--- config.mk ---
export PLATFORM = sky130hd
export DESIGN_NAME = t03_sprite_rom_arbiter_flat
export DESIGN_NICKNAME = d
export VERILOG_FILES = /design/src/rtl/t03_sprite_rom_arbiter_if.sv /design/src/rtl/t03_sprite_rom_arbiter.sv /design/src/flat_wrapper.sv
export SDC_FILE = /design/constraint.sdc
export NUM_CORES = 1
export LEC_CHECK = 0
export BUFFER_PORTS_ARGS = -buffer_cell sky130_fd_sc_hd__buf_2
export CAP_MARGIN = 25
export CORE_AREA = 2 2 70 72
export CTS_BUF_LIST = sky130_fd_sc_hd__clkbuf_4 sky130_fd_sc_hd__clkbuf_8
export DETAILED_ROUTE_END_ITERATION = 16
export DIE_AREA = 0 0 72 74
export HOLD_SLACK_MARGIN = 0.05
export MAX_ROUTING_LAYER = met4
export PLACE_DENSITY = 0.65
export SYNTH_ARGS = -nofsm -noshare
export SYNTH_HDL_FRONTEND = slang
export SYNTH_SLANG_ARGS = --single-unit
--- constraint.sdc ---
create_clock -name clk -period 2.65 [get_ports clk]
set_input_delay 0.53 -clock clk [delete_from_list [all_inputs] [get_ports clk]]
set_output_delay 0.53 -clock clk [all_outputs]
set_load 0.02 [all_outputs]
--- src/rtl/t03_sprite_rom_arbiter_if.sv ---
`default_nettype none
// ============================================================================
// Module   : t03_sprite_rom_arbiter_if
// Purpose  : Bundle of request, grant, ROM and read-return signals between
//            the pixel-source engines, the shared sprite/glyph ROM and the
//            round-robin arbiter.
// Signals  : req[2:0]      level requests (bit0 player 1, bit1 player 2,
//                          bit2 text)
//            addr_p1/p2/txt  request addresses, stable while req bit high
//            freeze        blocks new grants
//            frame_start   one-cycle pulse, resets priority to player 1
//            gnt[2:0]      one-hot combinational grant
//            rom_en/rom_addr registered ROM read port
//            rom_data      ROM read data
//            rdata/rvalid  registered read data with one-hot owner strobe
//            busy          any access in flight
// Modports : master - requesters and ROM side (drives requests, rom_data)
//            slave  - arbiter
// Revision : 1.0 - initial release
// ============================================================================
interface t03_sprite_rom_arbiter_if #(
    parameter int ADDR_W = 10,
    parameter int DATA_W = 8
);
    logic [2:0]        req;
    logic [ADDR_W-1:0] addr_p1;
    logic [ADDR_W-1:0] addr_p2;
    logic [ADDR_W-1:0] addr_txt;
    logic              freeze;
    logic              frame_start;
    logic [2:0]        gnt;
    logic              rom_en;
    logic [ADDR_W-1:0] rom_addr;
    logic [DATA_W-1:0] rom_data;
    logic [DATA_W-1:0] rdata;
    logic [2:0]        rvalid;
    logic              busy;

    modport master (
        output req, addr_p1, addr_p2, addr_txt, freeze, frame_start, rom_data,
        input  gnt, rom_en, rom_addr, rdata, rvalid, busy
    );

    modport slave (
        input  req, addr_p1, addr_p2, addr_txt, freeze, frame_start, rom_data,
        output gnt, rom_en, rom_addr, rdata, rvalid, busy
    );
endinterface
`default_nettype wire

--- src/rtl/t03_sprite_rom_arbiter.sv ---
`default_nettype none
// ============================================================================
// Module   : t03_sprite_rom_arbiter
// Purpose  : Round-robin arbiter sharing one synchronous sprite/glyph ROM
//            port between player 1, player 2 and text glyph fetch. One access
//            is issued per cycle; read data returns in grant order with a
//            one-hot owner strobe, ROM_LAT+2 cycles after the grant.
// Ports    : clk  - system clock, rising edge
//            rst  - synchronous active-high reset
//            bus  - t03_sprite_rom_arbiter_if.slave (requests, grant, ROM
//                   port, read return, busy)
// Params   : ADDR_W  ROM address width
//            DATA_W  ROM data width (RRRGGGBB)
//            ROM_LAT ROM read latency in cycles, legal 1..4
// Revision : 1.0 - initial release
// ============================================================================
module t03_sprite_rom_arbiter #(
    parameter int ADDR_W  = 10,
    parameter int DATA_W  = 8,
    parameter int ROM_LAT = 1
) (
    input  wire logic                 clk,
    input  wire logic                 rst,
    t03_sprite_rom_arbiter_if.slave   bus
);

    localparam logic [1:0] c_SRC_P1  = 2'd0;
    localparam logic [1:0] c_SRC_P2  = 2'd1;
    localparam logic [1:0] c_SRC_TXT = 2'd2;

    // Priority pointer: index of the highest-priority source this cycle.
    logic [1:0]              r_ptr;
    logic                    w_any;
    logic [1:0]              w_gnt_idx;
    logic [1:0]              w_ptr_next;
    logic [5:0]              w_order;
    logic [ADDR_W-1:0]       w_gnt_addr;

    logic                    r_rom_en;
    logic [ADDR_W-1:0]       r_rom_addr;

    // Owner tag pipeline, stage 0 aligned with rom_en, stage ROM_LAT aligned
    // with rom_data. Tags are packed 2 bits per stage, stage 0 in the LSBs.
    logic [ROM_LAT:0]        r_tag_v;
    logic [2*ROM_LAT+1:0]    r_tag;
    logic [1:0]              w_last_tag;

    logic [DATA_W-1:0]       r_rdata;
    logic [2:0]              r_rvalid;

    // ------------------------------------------------------------------
    // Grant selection: scan sources in the order ptr, ptr+1, ptr+2 (mod 3)
    // ------------------------------------------------------------------
    always_comb begin
        // Slot k of the scan order lives in w_order[2k +: 2].
        w_order = {c_SRC_TXT, c_SRC_P2, c_SRC_P1};
        case (r_ptr)
            2'd1:    w_order = {c_SRC_P1,  c_SRC_TXT, c_SRC_P2};
            2'd2:    w_order = {c_SRC_P2,  c_SRC_P1,  c_SRC_TXT};
            default: w_order = {c_SRC_TXT, c_SRC_P2,  c_SRC_P1};
        endcase

        w_any     = 1'b0;
        w_gnt_idx = c_SRC_P1;
        for (int k = 0; k < 3; k++) begin
            if (!w_any && bus.req[w_order[2*k +: 2]]) begin
                w_any     = 1'b1;
                w_gnt_idx = w_order[2*k +: 2];
            end
        end

        // Freeze and reset suppress the grant outright; nothing downstream
        // may see an accepted request in those cycles.
        if (rst || bus.freeze) begin
            w_any = 1'b0;
        end

        w_ptr_next = (w_gnt_idx == c_SRC_TXT) ? c_SRC_P1 : (w_gnt_idx + 2'd1);

        case (w_gnt_idx)
            c_SRC_P2:  w_gnt_addr = bus.addr_p2;
            c_SRC_TXT: w_gnt_addr = bus.addr_txt;
            default:   w_gnt_addr = bus.addr_p1;
        endcase
    end

    assign bus.gnt = w_any ? (3'b001 << w_gnt_idx) : 3'b000;

    // ------------------------------------------------------------------
    // Priority pointer; frame_start wins over a same-cycle grant update
    // ------------------------------------------------------------------
    always_ff @(posedge clk) begin
        if (rst) begin
            r_ptr <= 2'd0;
        end else if (bus.frame_start) begin
            r_ptr <= 2'd0;
        end else if (w_any) begin
            r_ptr <= w_ptr_next;
        end
    end

    // ------------------------------------------------------------------
    // ROM issue stage
    // ------------------------------------------------------------------
    always_ff @(posedge clk) begin
        if (rst) begin
            r_rom_en   <= 1'b0;
            r_rom_addr <= '0;
        end else begin
            r_rom_en <= w_any;
            if (w_any) begin
                r_rom_addr <= w_gnt_addr;
            end
        end
    end

    // ------------------------------------------------------------------
    // Tag pipeline and read return
    // ------------------------------------------------------------------
    assign w_last_tag = r_tag[2*ROM_LAT +: 2];

    always_ff @(posedge clk) begin
        if (rst) begin
            r_tag_v  <= '0;
            r_tag    <= '0;
            r_rdata  <= '0;
            r_rvalid <= 3'b000;
        end else begin
            r_tag_v <= {r_tag_v[ROM_LAT-1:0], w_any};
            r_tag   <= {r_tag[2*ROM_LAT-1:0], w_gnt_idx};
            if (r_tag_v[ROM_LAT]) begin
                r_rdata  <= bus.rom_data;
                r_rvalid <= 3'b001 << w_last_tag;
            end else begin
                r_rvalid <= 3'b000;
            end
        end
    end

    assign bus.rom_en   = r_rom_en;
    assign bus.rom_addr = r_rom_addr;
    assign bus.rdata    = r_rdata;
    assign bus.rvalid   = r_rvalid;

    // The rvalid stage is still part of the access, so it keeps busy high
    // until the owner strobe has been presented.
    assign bus.busy = r_rom_en | (|r_tag_v) | (|r_rvalid);

endmodule
`default_nettype wire

--- src/flat_wrapper.sv ---
// flat-port wrapper written by rule: the top's interface ports become plain ports
module t03_sprite_rom_arbiter_flat 
#(
    parameter int ADDR_W  = 10,
    parameter int DATA_W  = 8,
    parameter int ROM_LAT = 1
)
  (clk, rst, bus_req, bus_addr_p1, bus_addr_p2, bus_addr_txt, bus_freeze, bus_frame_start, bus_rom_data, bus_gnt, bus_rom_en, bus_rom_addr, bus_rdata, bus_rvalid, bus_busy);
  t03_sprite_rom_arbiter_if #(.ADDR_W(ADDR_W), .DATA_W(DATA_W)) bus_i ();
  input  wire logic clk;
  input  wire logic rst;
  input wire logic [$bits(bus_i.req)-1:0] bus_req;
  input wire logic [$bits(bus_i.addr_p1)-1:0] bus_addr_p1;
  input wire logic [$bits(bus_i.addr_p2)-1:0] bus_addr_p2;
  input wire logic [$bits(bus_i.addr_txt)-1:0] bus_addr_txt;
  input wire logic [$bits(bus_i.freeze)-1:0] bus_freeze;
  input wire logic [$bits(bus_i.frame_start)-1:0] bus_frame_start;
  input wire logic [$bits(bus_i.rom_data)-1:0] bus_rom_data;
  output wire logic [$bits(bus_i.gnt)-1:0] bus_gnt;
  output wire logic [$bits(bus_i.rom_en)-1:0] bus_rom_en;
  output wire logic [$bits(bus_i.rom_addr)-1:0] bus_rom_addr;
  output wire logic [$bits(bus_i.rdata)-1:0] bus_rdata;
  output wire logic [$bits(bus_i.rvalid)-1:0] bus_rvalid;
  output wire logic [$bits(bus_i.busy)-1:0] bus_busy;
  assign bus_i.req = bus_req;
  assign bus_i.addr_p1 = bus_addr_p1;
  assign bus_i.addr_p2 = bus_addr_p2;
  assign bus_i.addr_txt = bus_addr_txt;
  assign bus_i.freeze = bus_freeze;
  assign bus_i.frame_start = bus_frame_start;
  assign bus_i.rom_data = bus_rom_data;
  assign bus_gnt = bus_i.gnt;
  assign bus_rom_en = bus_i.rom_en;
  assign bus_rom_addr = bus_i.rom_addr;
  assign bus_rdata = bus_i.rdata;
  assign bus_rvalid = bus_i.rvalid;
  assign bus_busy = bus_i.busy;
  t03_sprite_rom_arbiter #(.ADDR_W(ADDR_W), .DATA_W(DATA_W), .ROM_LAT(ROM_LAT)) u_core (.clk(clk), .rst(rst), .bus(bus_i));
endmodule
---- Yosys cells after proc, flatten, opt, wreduce, memory -nomap -nowiden ----
Cells that the tools add are included.
storage, ports and cells
  register bits after elaboration ......... 30
  word-level logic and storage cells ...... 46
  input bits .............................. 45
  output and inout bits ................... 26
operators by class
  reductions and logical operators ........ 9
  bitwise operators ....................... 3
  equality and inequality tests ........... 4
  muxes and demuxes ....................... 17
  shift-type cells ........................ 2
  magnitude comparators ................... 3
  add/subtract/negate cells ............... 1
operators with widths
  cell                                                        count
  one-hot mux 10 bit (2 select lines)                         1
  one-hot mux 6 bit (2 select lines)                          1
  less-than comparator 2 x 3 -> 1 bit, second input constant  3
  two-way mux 2 bit                                           4
  two-way mux 1 bit                                           7
  binary-select mux 1 bit (select 2 bit)                      3
  OR reduction 2 bit                                          3
  << shifter 1 x 2 -> 3 bit, first input constant             2
  equality test 2 x 1 -> 1 bit, second input constant         2
  equality test 2 bit, second input constant                  2
  two-way mux 3 bit                                           1
  OR reduction 3 bit                                          1
  adder 2 x 1 -> 2 bit, second input constant                 1
  logical AND 1 bit                                           2
  logical NOT 1 bit                                           2
  OR 1 bit                                                    2
  logical OR 1 bit                                            1
  NOT 1 bit                                                   1

---- Depth between registers and ports, before layout ----
Gate-level depths: netlist (run 1).
  depth in word-level cells ............... 13
  gate-level depth with buffers ........... 13
  gate-level depth less buffers ........... 11

---- Worst setup path after synthesis (run 1) ----
Ideal clock, no wire load.
  path kind ............................... flip-flop to output port
  start ................................... register u_core.r_ptr[0]
  end ..................................... output port bus_gnt[1]
  data arrival time ....................... 2.452 ns
  path slack .............................. -0.332 ns
  cell stages (with the launch flop) ...... 11
  buffers on the path ..................... 2
  required time ........................... 2.120 ns
  cells stage by stage .................... dfxtp_1 inv_1 ha_1 buf_6 mux2_4 a32oi_2 and3b_1 a22o_1 ha_1 clkbuf_1 nor3b_2
between the ends
  cells in the longest elaborated chain, start to end .. 13
ends and longest elaborated chain
  what                                                                 RTL line                      source
  start, declared                                                      t03_sprite_rom_arbiter.sv:32  logic [1:0] r_ptr;
  start signal, assigned                                               t03_sprite_rom_arbiter.sv:98  r_ptr <= w_ptr_next;
  equality test 2 bit or equality test 2 x 1 -> 1 bit (tied branches)  t03_sprite_rom_arbiter.sv:57  case (r_ptr)
  one-hot mux 6 bit (2 select lines) *                                 t03_sprite_rom_arbiter.sv:57
  binary-select mux 1 bit (select 2 bit)                               t03_sprite_rom_arbiter.sv:66  if (!w_any && bus.req[w_order[2*k +: 2]]) begin
  two-way mux 1 bit (not written as such)                              t03_sprite_rom_arbiter.sv:66
  two-way mux 1 bit                                                    t03_sprite_rom_arbiter.sv:66
  logical NOT 1 bit                                                    t03_sprite_rom_arbiter.sv:66
  logical AND 1 bit                                                    t03_sprite_rom_arbiter.sv:66
  two-way mux 1 bit                                                    t03_sprite_rom_arbiter.sv:66
  logical NOT 1 bit                                                    t03_sprite_rom_arbiter.sv:66
  logical AND 1 bit                                                    t03_sprite_rom_arbiter.sv:66
  two-way mux 2 bit *                                                  t03_sprite_rom_arbiter.sv:66
  via u_core.w_gnt_idx[0]                                              t03_sprite_rom_arbiter.sv:34  logic [1:0] w_gnt_idx;
  << shifter 1 x 2 -> 3 bit *                                          t03_sprite_rom_arbiter.sv:87  assign bus.gnt = w_any ? (3'b001 << w_gnt_idx) : 3'b000;
  two-way mux 3 bit *                                                  t03_sprite_rom_arbiter.sv:87
  end, declared                                                        flat_wrapper.sv:19            output wire logic [$bits(bus_i.gnt)-1:0] bus_gnt;
The timed path passes the listed nets; every way through them passes the cells marked *. The select of a mux whose other input is x is not followed.

---- Worst setup path in the final report (run 1) ----
Same ends and word-level chain as after synthesis.

==> implementation parameters, run 1 <==
Parameter                              Value

Finish
  Layout area overhead ... 42.5%
  Antenna cells ... 0
  Fill cell total of the finished layout ... 438
  Finished Cell Area ... around 2200 µm²
  Net count reported at finish ... 302
  Ratio of cells with drive above 1 in the final layout ... 0.448

Global routing
  Total overflow reported by the global router ... 0
  Number of global-route vias before repair ... between 1000 and 1500
  First-pass GRT wire length ... 5.84 mm
  Number of antenna violations at the first check in global routing ... 0
  Largest net degree at the start of global routing ... 23
  Global-route total usage across every layer ... 0.145

Clock tree
  Clock root buffer ... sky130_fd_sc_hd__clkbuf_8
  Num CTS Buffers ... 5
  Clock Path Buffers ... 2
  Clock latency on the worst-skew pair ... 0.27 ns
  CTS tree ... yes
  Number of levels in the clock H-tree ... 2
  Register clock-pin slew on the reported worst setup and hold paths ... 0.06 ns
  Clock tree sinks ... 29

Floorplan
  Floorplan die height ... 74 µm
  Site row count ... 25
  Die Footprint ... 5330 µm²
  Die boundary width ... 72 µm
  Starting density of the core ... 0.334
  Number of primary I/O pins ... 71
  Floorplan Core Area ... 4600 µm²

Timing
  Hold slack final ... 0.435 ns
  Remaining max-slew budget at the tightest pin ... 0.581
  Top achievable clock speed ... 345 MHz
  Total count of max-transition violations in the final report ... 0
  Hold Violations, Final ... 0
  Fin crit share ... 1.09
  Worst Tran Pin Value ... 0.627 ns
  Maximum clock skew at final layout ... 0.00615 ns
  Shortest clock period the worst path allows after layout ... 2.90 ns
  Worst-case setup margin in the final layout ... -0.245 ns
  Setup-violating endpoint count in the final report ... 3
  Unrepaired setup endpoints after global routing ... true

Route
  Total number of vias ... ~1400
  Total wire length ... 3.49 mm
  Antenna violation net count after detailed routing ... 0
  Residual DRC ... 0
  Drt first pass iters ... 4
  Violation count after the first detailed-routing iteration ... 17
  Drt via density ... 4.73
  WL per Instance ... ~11 µm

Yosys
  Syn avg cell area ... 9.26 µm²
  Synth Warn # ... 0
  Post-Syn Nets ... roughly 220
  Flops & latches, synth ... 29
  Share of synthesized area occupied by flip-flops and latches ... 0.378
  Area of the mapped netlist ... 1540 µm²
  Instance count of the mapped netlist ... 166
  Distinct cell type count after synthesis ... 30

Placed design
  Final HPWL from detailed placement ... 2.61 mm
  Number of buffers inserted by port buffering ... 70
  Total cell area at the placement stage ... 2010 µm²
  Final weighted congestion of routability-driven global placement ... 0.795

Worst setup path
  Worst Path Max Fanout ... 3
  Worst EP required ... 2.12 ns
  Critical Path Start Type ... flip-flop
  Kind of critical path ... flip-flop to output port
  Critical path endpoint category ... output port
  Arrival time worst endpoint ... around 2.4 ns

Flow run
  Max-capacitance violation count ... 0

Pwr
  IR drop worst, VDD ... about 0.2 mV
  Leakage power total ... 0.00106 µW
  Power density normalized to cell area ... 551 nW/µm²

Run status
  Status ... finished, violations left
  Violated checks ... setup timing

Min path
  HP Class ... flip-flop to flip-flop
kinds of logic after synthesis:
logic type,share of synthesized area
adder cells (fa/ha/maj),0.0651
buffers and inverters,0.0668
AO/OA/AOI/OAI,0.158
flip-flops,0.378
AND/OR/NAND/NOR,0.179
multiplexers,0.153
power breakdown:
group	total, µW	internal (µW)	switching [µW]
sequential	485	468	17.3
combinational	325	152	173
clock	397	234	162
cell usage in the layout, fill, tap and decap left out, types with 2 or more instances in the layout:
master,instances
sky130_fd_sc_hd__nor3b_4,2
sky130_fd_sc_hd__o21ai_0,2
sky130_fd_sc_hd__a22oi_1,10
sky130_fd_sc_hd__ha_2,3
sky130_fd_sc_hd__nor2b_1,5
sky130_fd_sc_hd__inv_1,6
sky130_fd_sc_hd__dfxtp_1,27
sky130_fd_sc_hd__nor3_1,2
sky130_fd_sc_hd__buf_6,2
sky130_fd_sc_hd__ha_1,4
sky130_fd_sc_hd__nand2_1,27
sky130_fd_sc_hd__dfxtp_2,2
sky130_fd_sc_hd__buf_4,19
sky130_fd_sc_hd__nor2_1,12
sky130_fd_sc_hd__clkbuf_8,7
sky130_fd_sc_hd__buf_2,67
sky130_fd_sc_hd__mux2i_1,22
sky130_fd_sc_hd__o211ai_1,10
sky130_fd_sc_hd__nor3b_1,2
registers in the layout, indices dropped and copies added, names as in the netlist:
name                 flops
u_core.bus.rdata         8
u_core.bus.rom_addr     10
u_core.bus.rvalid        3
u_core.r_ptr             2
u_core.r_tag             4
u_core.r_tag_v           2
area by class of cell:
| class | instances | area (µm²) | share of cell area |
|---|---|---|---|
| Multi-Input combinational cell | 118 | 911 | 0.416 |
| Sequential cell | 29 | 583 | 0.266 |
| Timing Repair Buffer | 88 | 500 | 0.229 |
| Clock buffer | 7 | 96.3 | 0.0440 |
| Tap cell | 54 | 67.6 | 0.0309 |
| Inverter | 7 | 26.3 | 0.0120 |
| Clock inverter | 1 | 5.00 | 0.00229 |
Yosys cell counts:
| cell type | instances | share of area |
|---|---|---|
| sky130_fd_sc_hd__dfxtp_1 | 29 | 0.38 |
| sky130_fd_sc_hd__nand2_1 | 27 | 0.066 |
| sky130_fd_sc_hd__mux2i_1 | 22 | 0.14 |
| sky130_fd_sc_hd__nor2_1 | 12 | 0.029 |
| sky130_fd_sc_hd__a22oi_1 | 11 | 0.054 |
| sky130_fd_sc_hd__o211ai_1 | 10 | 0.049 |
| sky130_fd_sc_hd__clkbuf_1 | 9 | 0.022 |
| sky130_fd_sc_hd__ha_1 | 8 | 0.065 |
| sky130_fd_sc_hd__inv_1 | 7 | 0.017 |
| sky130_fd_sc_hd__nor2b_1 | 5 | 0.020 |
| sky130_fd_sc_hd__nor3b_2 | 3 | 0.024 |
| sky130_fd_sc_hd__buf_6 | 2 | 0.015 |
| sky130_fd_sc_hd__nor3_1 | 2 | 0.0065 |
| sky130_fd_sc_hd__nor3b_1 | 2 | 0.0098 |
| sky130_fd_sc_hd__o21ai_0 | 2 | 0.0065 |
| sky130_fd_sc_hd__a21oi_1 | 1 | 0.0033 |
| sky130_fd_sc_hd__a22o_1 | 1 | 0.0057 |
| sky130_fd_sc_hd__a31o_1 | 1 | 0.0057 |
| sky130_fd_sc_hd__a32o_1 | 1 | 0.0065 |
| sky130_fd_sc_hd__a32oi_2 | 1 | 0.011 |
| sky130_fd_sc_hd__a41oi_1 | 1 | 0.0057 |
| sky130_fd_sc_hd__and3b_1 | 1 | 0.0057 |
| sky130_fd_sc_hd__buf_12 | 1 | 0.013 |
| sky130_fd_sc_hd__mux2_4 | 1 | 0.0098 |
| sky130_fd_sc_hd__nand3b_1 | 1 | 0.0049 |
| sky130_fd_sc_hd__nand4_1 | 1 | 0.0041 |
| sky130_fd_sc_hd__o211a_1 | 1 | 0.0065 |
| sky130_fd_sc_hd__o21a_1 | 1 | 0.0049 |
| sky130_fd_sc_hd__or2_1 | 1 | 0.0041 |
| sky130_fd_sc_hd__or2_2 | 1 | 0.0041 |
through the flow:
| stage | util | std cells | setup TNS (ns) | setup slack [ns] | total power [µW] |
|---|---|---|---|---|---|
| finish | 0.476 | 304 | -0.653 | -0.245 | 1210 |
| global route | 0.476 | 304 | -1.05 | -0.380 | 1290 |
| CTS | 0.471 | 303 | -0.755 | -0.255 | 1230 |
| detailed placement | 0.438 | 291 | -0.202 | -0.0897 | 803 |
| global placement | 0.438 | 291 | -0.115 | -0.0497 | 800 |
| floorplan | - | 166 | -0.154 | -0.0949 | 705 |
metal layers:
metal / track usage / wire length (µm)
met1: 0.163 / 1510
met2: 0.244 / 1710
met3: 0.0461 / 218
met4: 0.0524 / 41
met5: - / 0
worst paths after layout:
check	startpoint	to	slack, ns	cells past startpoint
setup / recovery	u_core.r_ptr[0]$_SDFFE_PP0P_	bus_gnt[1]	-0.25	9
hold / removal	u_core.r_tag[0]$_SDFF_PP0_	u_core.r_tag[2]$_SDFF_PP0_	0.44	1
setup reg to reg	u_core.r_ptr[0]$_SDFFE_PP0P_	u_core.bus.rom_addr[6]$_SDFFE_PP0P_	0.20	12
hold reg to reg	u_core.r_tag[0]$_SDFF_PP0_	u_core.r_tag[2]$_SDFF_PP0_	0.44	1
critical path, stage by stage, from the launching register on:
cell                      delay (ns)
sky130_fd_sc_hd__dfxtp_2        0.35
sky130_fd_sc_hd__inv_2          0.05
sky130_fd_sc_hd__ha_4           0.26
sky130_fd_sc_hd__mux2_4         0.29
sky130_fd_sc_hd__a32oi_2        0.20
sky130_fd_sc_hd__and3b_2        0.25
sky130_fd_sc_hd__a22o_1         0.17
sky130_fd_sc_hd__ha_2           0.18
sky130_fd_sc_hd__nor3b_4        0.18
sky130_fd_sc_hd__buf_6          0.14
what timing repair did:
action | 4_1_cts | 5_1_grt
pin swaps | 3 | 6
endpoints found under the setup margin | 3 | 12
gates resized for setup | 6 | 5
setup buffers | 4 | 1
hold buffers | 0 | 0
Note: power is estimated with default switching activity, not from simulation.
==> run 2: changes to the inputs <==
Settings changed: CORE_AREA 2 2 70 72 to 2 2 64 66, DIE_AREA 0 0 72 74 to 0 0 66 68, PLACE_DENSITY 0.65 to 0.76.
==> run 2 against run 1 <==
Effect of this change:
- sequential cell count is the same
- critical path depth is the same
- highest routed layer unchanged
- register-to-register slack lost 0.10 ns
- combinational power grew 3%
- clock skew is essentially flat
- the run still ends with setup timing left
- final cell count shrank 1.6%
- utilization grew 9.9 points
- sequential power is essentially flat
- clock power grew 20%
- worst setup slack lost 0.031 ns
==> implementation parameters, run 2 (synthesized netlist as in run 1, its figures left out) <==
Parameter                              Value

Floorplan
  Floorplan Core Area ... 3860 µm²
  Die boundary width ... 66 µm
  Number of primary I/O pins ... just over 70
  Floorplan die height ... just under 70 µm
  Die Footprint ... 4490 µm²
  Site row count ... 23
  Starting density of the core ... 0.398

Timing
  Maximum clock skew at final layout ... around 0.0057 ns
  Top achievable clock speed ... roughly 340 MHz
  Unrepaired setup endpoints after global routing ... true
  Fin crit share ... 1.10
  Setup-violating endpoint count in the final report ... 3
  Worst Tran Pin Value ... approximately 0.64 ns
  Worst-case setup margin in the final layout ... -0.276 ns
  Hold slack final ... 0.436 ns
  Hold Violations, Final ... 0
  Total count of max-transition violations in the final report ... 0
  Remaining max-slew budget at the tightest pin ... 0.574
  Shortest clock period the worst path allows after layout ... 2.93 ns

Worst setup path
  Worst Path Max Fanout ... 3
  Startpoint of the most critical register-to-register path ... u_core.r_ptr[0]$_SDFFE_PP0P_
  Critical Path Start Type ... flip-flop
  Minimum setup slack among reg-to-reg paths ... 0.10 ns
  Terminus of the critical flop-to-flop path ... u_core.bus.rom_addr[3]$_SDFFE_PP0P_
  Worst EP required ... approximately 2.1 ns
  Arrival time worst endpoint ... 2.40 ns
  Kind of critical path ... flip-flop to output port
  Critical path endpoint category ... output port
  Worst Reg-to-Reg Cells ... 10

Finish
  Flip-flop count of the largest register after layout ... 10
  Final cell count without fillers ... 299
  Most common cell after layout, fill and taps aside ... sky130_fd_sc_hd__buf_2
  Antenna cells ... 0
  Ratio of cells with drive above 1 in the final layout ... 0.454
  Leading cell types in the layout, fill and taps excluded ... sky130_fd_sc_hd__buf_2 (67), sky130_fd_sc_hd__dfxtp_1 (27), sky130_fd_sc_hd__nand2_1 (26)
  Fill cell total of the finished layout ... 359
  Net count reported at finish ... 301
  Layout area overhead ... 44.4%

Global routing
  Global-route total usage across every layer ... 0.174
  Number of antenna violations at the first check in global routing ... 0
  Number of global-route vias before repair ... 1265
  First-pass GRT wire length ... 5.61 mm
  Largest net degree at the start of global routing ... 23
  Total overflow reported by the global router ... 0

Min path
  Worst Min Path Start ... u_core.r_tag[3]$_SDFF_PP0_
  HP Class ... flip-flop to flip-flop
  Worst hold stages ... 1
  Destination of the worst hold path ... u_core.bus.rvalid[0]$_SDFF_PP0_

Placed design
  Number of buffers inserted by port buffering ... 70
  Count of placed standard cells including taps ... approximately 290
  Final weighted congestion of routability-driven global placement ... 0.856
  Final HPWL from detailed placement ... around 2.6 mm

Route
  WL per Instance ... 12.1 µm
  Residual DRC ... 0
  Total wire length ... 3.62 mm
  Drt first pass iters ... 4
  Drt via density ... approximately 4.8
  Antenna violation net count after detailed routing ... 0
  Violation count after the first detailed-routing iteration ... between 50 and 60
  Total number of vias ... 1439

Clock tree
  Register clock-pin slew on the reported worst setup and hold paths ... 0.06 ns
  Clock Path Buffers ... 2
  Clock latency on the worst-skew pair ... around 0.28 ns
  CTS tree ... yes
  Num CTS Buffers ... 5
  Clock tree sinks ... 29
  Number of levels in the clock H-tree ... 2
  Clock root buffer ... sky130_fd_sc_hd__clkbuf_8

Pwr
  Leakage power total ... ~0.0011 µW
  Power density normalized to cell area ... 584 nW/µm²
  IR drop worst, VDD ... 0.473 mV

Flow run
  Max-capacitance violation count ... 0

Run status
  Status ... finished, violations left
  Violated checks ... setup timing
[run 2: layout make-up]
class,instances,area [µm²],share of cell area
multi-input combinational,118,930,0.419
sequential,29,583,0.263
timing repair buffer,87,497,0.224
clock buffer,7,90.1,0.0406
tap,50,62.6,0.0282
clock inverter,1,30.0,0.0135
inverter,7,26.3,0.0118
[run 2: through the flow]
step	setup WS, ns	cell area (µm²)	power (µW)	setup TNS (ns)	util
detailed placement	-0.0687	2010	805	-0.579	0.520
CTS	-0.260	2170	1300	-0.967	0.564
finish	-0.276	2220	1300	-0.727	0.575
floorplan	-0.0949	1580	705	-0.154	-
global placement	0.00799	2010	798	0	0.520
global route	-0.404	2220	1370	-1.11	0.575
[run 2: worst max-delay path by stage]
stage               cells past startpoint                             endpoint                          from  slack, ns
detailed placement                     10  u_core.bus.rom_addr[9]$_SDFFE_PP0P_  u_core.r_ptr[1]$_SDFFE_PP0P_      -0.07
finish                                  9                           bus_gnt[1]  u_core.r_ptr[0]$_SDFFE_PP0P_      -0.28
CTS                                     9                           bus_gnt[0]  u_core.r_ptr[1]$_SDFFE_PP0P_      -0.26
global route                            9                           bus_gnt[1]  u_core.r_ptr[0]$_SDFFE_PP0P_      -0.40
global placement                       10                           bus_gnt[2]  u_core.r_ptr[1]$_SDFFE_PP0P_      0.008
floorplan                              10                           bus_gnt[1]  u_core.r_ptr[0]$_SDFFE_PP0P_      -0.09
[run 2: layer usage]
metal / routed length (µm) / GRT usage / vias up
li1: - / - / 746
met1: 1460 / 0.181 / 637
met2: 1840 / 0.303 / 50
met3: 270 / 0.0691 / 6
met4: 49 / 0.0612 / 0
met5: 0 / - / -
[run 2: critical path: stages (launching register included)]
cell and delay, ns:
sky130_fd_sc_hd__dfxtp_2 0.35, sky130_fd_sc_hd__inv_2 0.05, sky130_fd_sc_hd__ha_4 0.27, sky130_fd_sc_hd__mux2_4 0.31, sky130_fd_sc_hd__a32oi_4 0.20, sky130_fd_sc_hd__and3b_2 0.25, sky130_fd_sc_hd__a22o_1 0.18, sky130_fd_sc_hd__ha_2 0.18
sky130_fd_sc_hd__nor3b_4 0.19, sky130_fd_sc_hd__buf_6 0.14
[run 2: timing repair]
| item | 4_1_cts | 5_1_grt |
|---|---|---|
| hold buffers | 0 | 0 |
| pin swaps | 3 | 6 |
| endpoints found under the setup margin | 13 | 13 |
| buffers inserted | 3 | 1 |
| resized for setup | 6 | 9 |
[run 2: report_power, final]
| group | switching, µW | leakage [µW] | internal [µW] |
|---|---|---|---|
| clock | 161 | 0.0000619 | 316 |
| sequential | 17.1 | 0.000238 | 468 |
| combinational | 180 | 0.000763 | 153 |
==> run 3: changes to the inputs <==
Settings changed: CORE_AREA 2 2 64 66 to 2 2 89 48, DIE_AREA 0 0 66 68 to 0 0 91 50, GPL_TIMING_DRIVEN from default to 0, PLACE_DENSITY 0.76 to 0.77, SETUP_SLACK_MARGIN from default to 0.5.
==> run 3 against run 2 <==
Effect of this change:
- the flow still finishes with violations (setup timing)
- via count is 8.6% higher
- global-route usage is 0.83 points higher
- clock skew is 0.0062 ns higher
- die area is 1.4% higher
- sequential share of layout area is 3.0 points lower
- combinational power is 37% higher
- first-iteration DRC count is 82% higher
- critical path depth is 3 higher
- sequential power hardly changed
- utilization is 9.0 points higher
- total power is 0.50% higher
- critical endpoint is now bus_gnt[2]
==> implementation parameters, run 3 (synthesized netlist as in run 1, its figures left out) <==
Parameter                              Value

Timing
  Top achievable clock speed ... 314 MHz
  Worst Tran Pin Value ... 0.645 ns
  Setup-violating endpoint count in the final report ... 11
  Total count of max-transition violations in the final report ... 0
  Remaining max-slew budget at the tightest pin ... 0.570
  Unrepaired setup endpoints after global routing ... true
  Shortest clock period the worst path allows after layout ... 3.18 ns
  Hold Violations, Final ... 0
  Maximum clock skew at final layout ... 0.0119 ns
  Fin crit share ... 1.20
  Worst-case setup margin in the final layout ... -0.534 ns

Pwr
  IR drop worst, VDD ... 0.285 mV
  Overall power ... 1300 µW
  Power density normalized to cell area ... 520 nW/µm²
  Leakage power total ... 0.00117 µW

Worst setup path
  Minimum setup slack among reg-to-reg paths ... -0.08 ns
  Critical path endpoint category ... output port
  Worst Path Max Fanout ... 4
  Arrival time worst endpoint ... roughly 2.7 ns
  Worst Reg-to-Reg Cells ... 15
  Worst EP required ... 2.12 ns
  Startpoint of the most critical register-to-register path ... u_core.r_ptr[0]$_SDFFE_PP0P_
  Kind of critical path ... flip-flop to output port
  Terminus of the critical flop-to-flop path ... u_core.bus.rom_addr[4]$_SDFFE_PP0P_
  Critical Path Start Type ... flip-flop

Clock tree
  Clock Path Buffers ... 2
  Num CTS Buffers ... 5
  Clock root buffer ... sky130_fd_sc_hd__clkbuf_8
  Clock tree sinks ... 29
  CTS tree ... yes
  Number of levels in the clock H-tree ... 2
  Register clock-pin slew on the reported worst setup and hold paths ... 0.07 ns
  Clock latency on the worst-skew pair ... about 0.28 ns

Finish
  Ratio of cells with drive above 1 in the final layout ... 0.526
  Antenna cells ... 0
  Net count reported at finish ... 324
  Leading cell types in the layout, fill and taps excluded ... sky130_fd_sc_hd__buf_2 (66), sky130_fd_sc_hd__dfxtp_1 (27), sky130_fd_sc_hd__nand2_1 (25), sky130_fd_sc_hd__buf_4 (25), sky130_fd_sc_hd__mux2i_1 (22)
  Flip-flop count of the largest register after layout ... 10
  Layout area overhead ... 62.9%
  Most common cell after layout, fill and taps aside ... sky130_fd_sc_hd__buf_2
  Final standard cell utilization of the core ... 0.665

Min path
  Worst hold stages ... 1
  Worst Min Path Start ... u_core.r_tag[0]$_SDFF_PP0_
  HP Class ... flip-flop to flip-flop
  Destination of the worst hold path ... u_core.r_tag[2]$_SDFF_PP0_

Floorplan
  Site row count ... 16
  Number of primary I/O pins ... 71
  Starting density of the core ... 0.408
  Floorplan Core Area ... 3760 µm²
  Die Footprint ... 4550 µm²
  Die boundary width ... 91 µm
  Floorplan die height ... 50 µm

Run status
  Violated checks ... setup timing
  Status ... finished, violations left

Route
  Residual DRC ... 0
  Routed wl met2 ... 2.06 mm
  Total wire length ... around 4.6 mm
  Drt first pass iters ... 4
  Top routing layer in use ... met4
  Total number of vias ... 1563
  Metal1 wirelength ... 2.13 mm
  Antenna violation net count after detailed routing ... 0
  WL per Instance ... 14.0 µm
  Detailed-routed wire length on met3 ... 327 µm
  Violation count after the first detailed-routing iteration ... 104
  Drt via density ... roughly 4.8

Placed design
  Final weighted congestion of routability-driven global placement ... slightly above 0.8
  Final HPWL from detailed placement ... 2.83 mm
  Number of buffers inserted by port buffering ... just under 70

Global routing
  Number of global-route vias before repair ... between 1000 and 1500
  Number of antenna violations at the first check in global routing ... 0
  Total overflow reported by the global router ... 0
  Global-route total usage across every layer ... 0.183
  First-pass GRT wire length ... 6.35 mm
  Largest net degree at the start of global routing ... 11

Flow run
  Max-capacitance violation count ... 0
[run 3: changes by cell type in the layout (fill, tap and decap cells not counted), moves of 2 or more]
| cell | delta |
|---|---|
| sky130_fd_sc_hd__ha_4 | +2 |
| sky130_fd_sc_hd__buf_8 | +5 |
| sky130_fd_sc_hd__buf_4 | +8 |
| sky130_fd_sc_hd__buf_6 | +4 |
| sky130_fd_sc_hd__ha_1 | -3 |
| sky130_fd_sc_hd__clkinv_2 | +2 |
| sky130_fd_sc_hd__clkbuf_1 | +5 |
| sky130_fd_sc_hd__a22oi_2 | +7 |
| sky130_fd_sc_hd__a22oi_1 | -7 |
[run 3: through the flow]
stage	area [µm²]	setup WS (ns)	setup TNS, ns	hold WS [ns]	cells
after detailed placement	2020	-0.416	-1.29	0.424	289
after global routing	2500	-0.615	-3.22	0.449	326
after floorplan	1600	-0.0949	-0.156	0.412	166
final	2500	-0.534	-1.89	0.436	326
after global placement	2020	-0.372	-0.833	0.419	289
after CTS	2250	-0.544	-1.49	0.438	307
[run 3: power by group]
| group | internal, µW | leakage (µW) | switching, µW |
|---|---|---|---|
| logic | 235 | 0.000889 | 224 |
| clock network | 181 | 0.0000439 | 179 |
| registers | 467 | 0.000238 | 15.0 |
| total | 883 | 0.00117 | 418 |
[run 3: final cells by class]
cell class	instances	area (µm²)
Buffer	12	121
Clock buffer	5	68.8
Clock inverter	3	17.5
Fill cell	314	1260
Inverter	7	26.3
Multi-Input combinational cell	118	1000
Sequential cell	29	583
Tap cell	54	67.6
Timing Repair Buffer	98	614
[run 3: timing repair]
item,CTS,global route
gates cloned,0,1
setup buffers,10,18
pin swaps,8,10
hold buffers,0,0
endpoints found under the setup margin,15,16
gates resized for setup,16,23
[run 3: worst max-delay path by stage]
stage	start	to
2_1_floorplan	u_core.r_ptr[0]$_SDFFE_PP0P_	bus_gnt[1]
3_3_place_gp	u_core.r_ptr[1]$_SDFFE_PP0P_	bus_gnt[2]
3_5_place_dp	u_core.r_ptr[1]$_SDFFE_PP0P_	bus_gnt[2]
4_1_cts	u_core.r_ptr[0]$_SDFFE_PP0P_	bus_gnt[1]
5_1_grt	u_core.r_ptr[0]$_SDFFE_PP0P_	bus_gnt[2]
6_report	u_core.r_ptr[0]$_SDFFE_PP0P_	bus_gnt[2]
[run 3: per-layer routing]
metal,track usage,vias up
li1,-,792
met5,-,-
met4,0.0303,0
met3,0.0627,6
met2,0.262,62
met1,0.253,703
[run 3: critical path, stage by stage (launching register included)]
cell and delay (ns):
sky130_fd_sc_hd__dfxtp_2 0.34, sky130_fd_sc_hd__inv_2 0.05, sky130_fd_sc_hd__ha_4 0.25, sky130_fd_sc_hd__buf_6 0.10, sky130_fd_sc_hd__mux2_4 0.31, sky130_fd_sc_hd__a32oi_4 0.21
sky130_fd_sc_hd__and3b_2 0.23, sky130_fd_sc_hd__buf_4 0.12, sky130_fd_sc_hd__a22oi_2 0.08, sky130_fd_sc_hd__ha_2 0.24, sky130_fd_sc_hd__buf_8 0.12, sky130_fd_sc_hd__nor3b_4 0.15
sky130_fd_sc_hd__buf_6 0.16
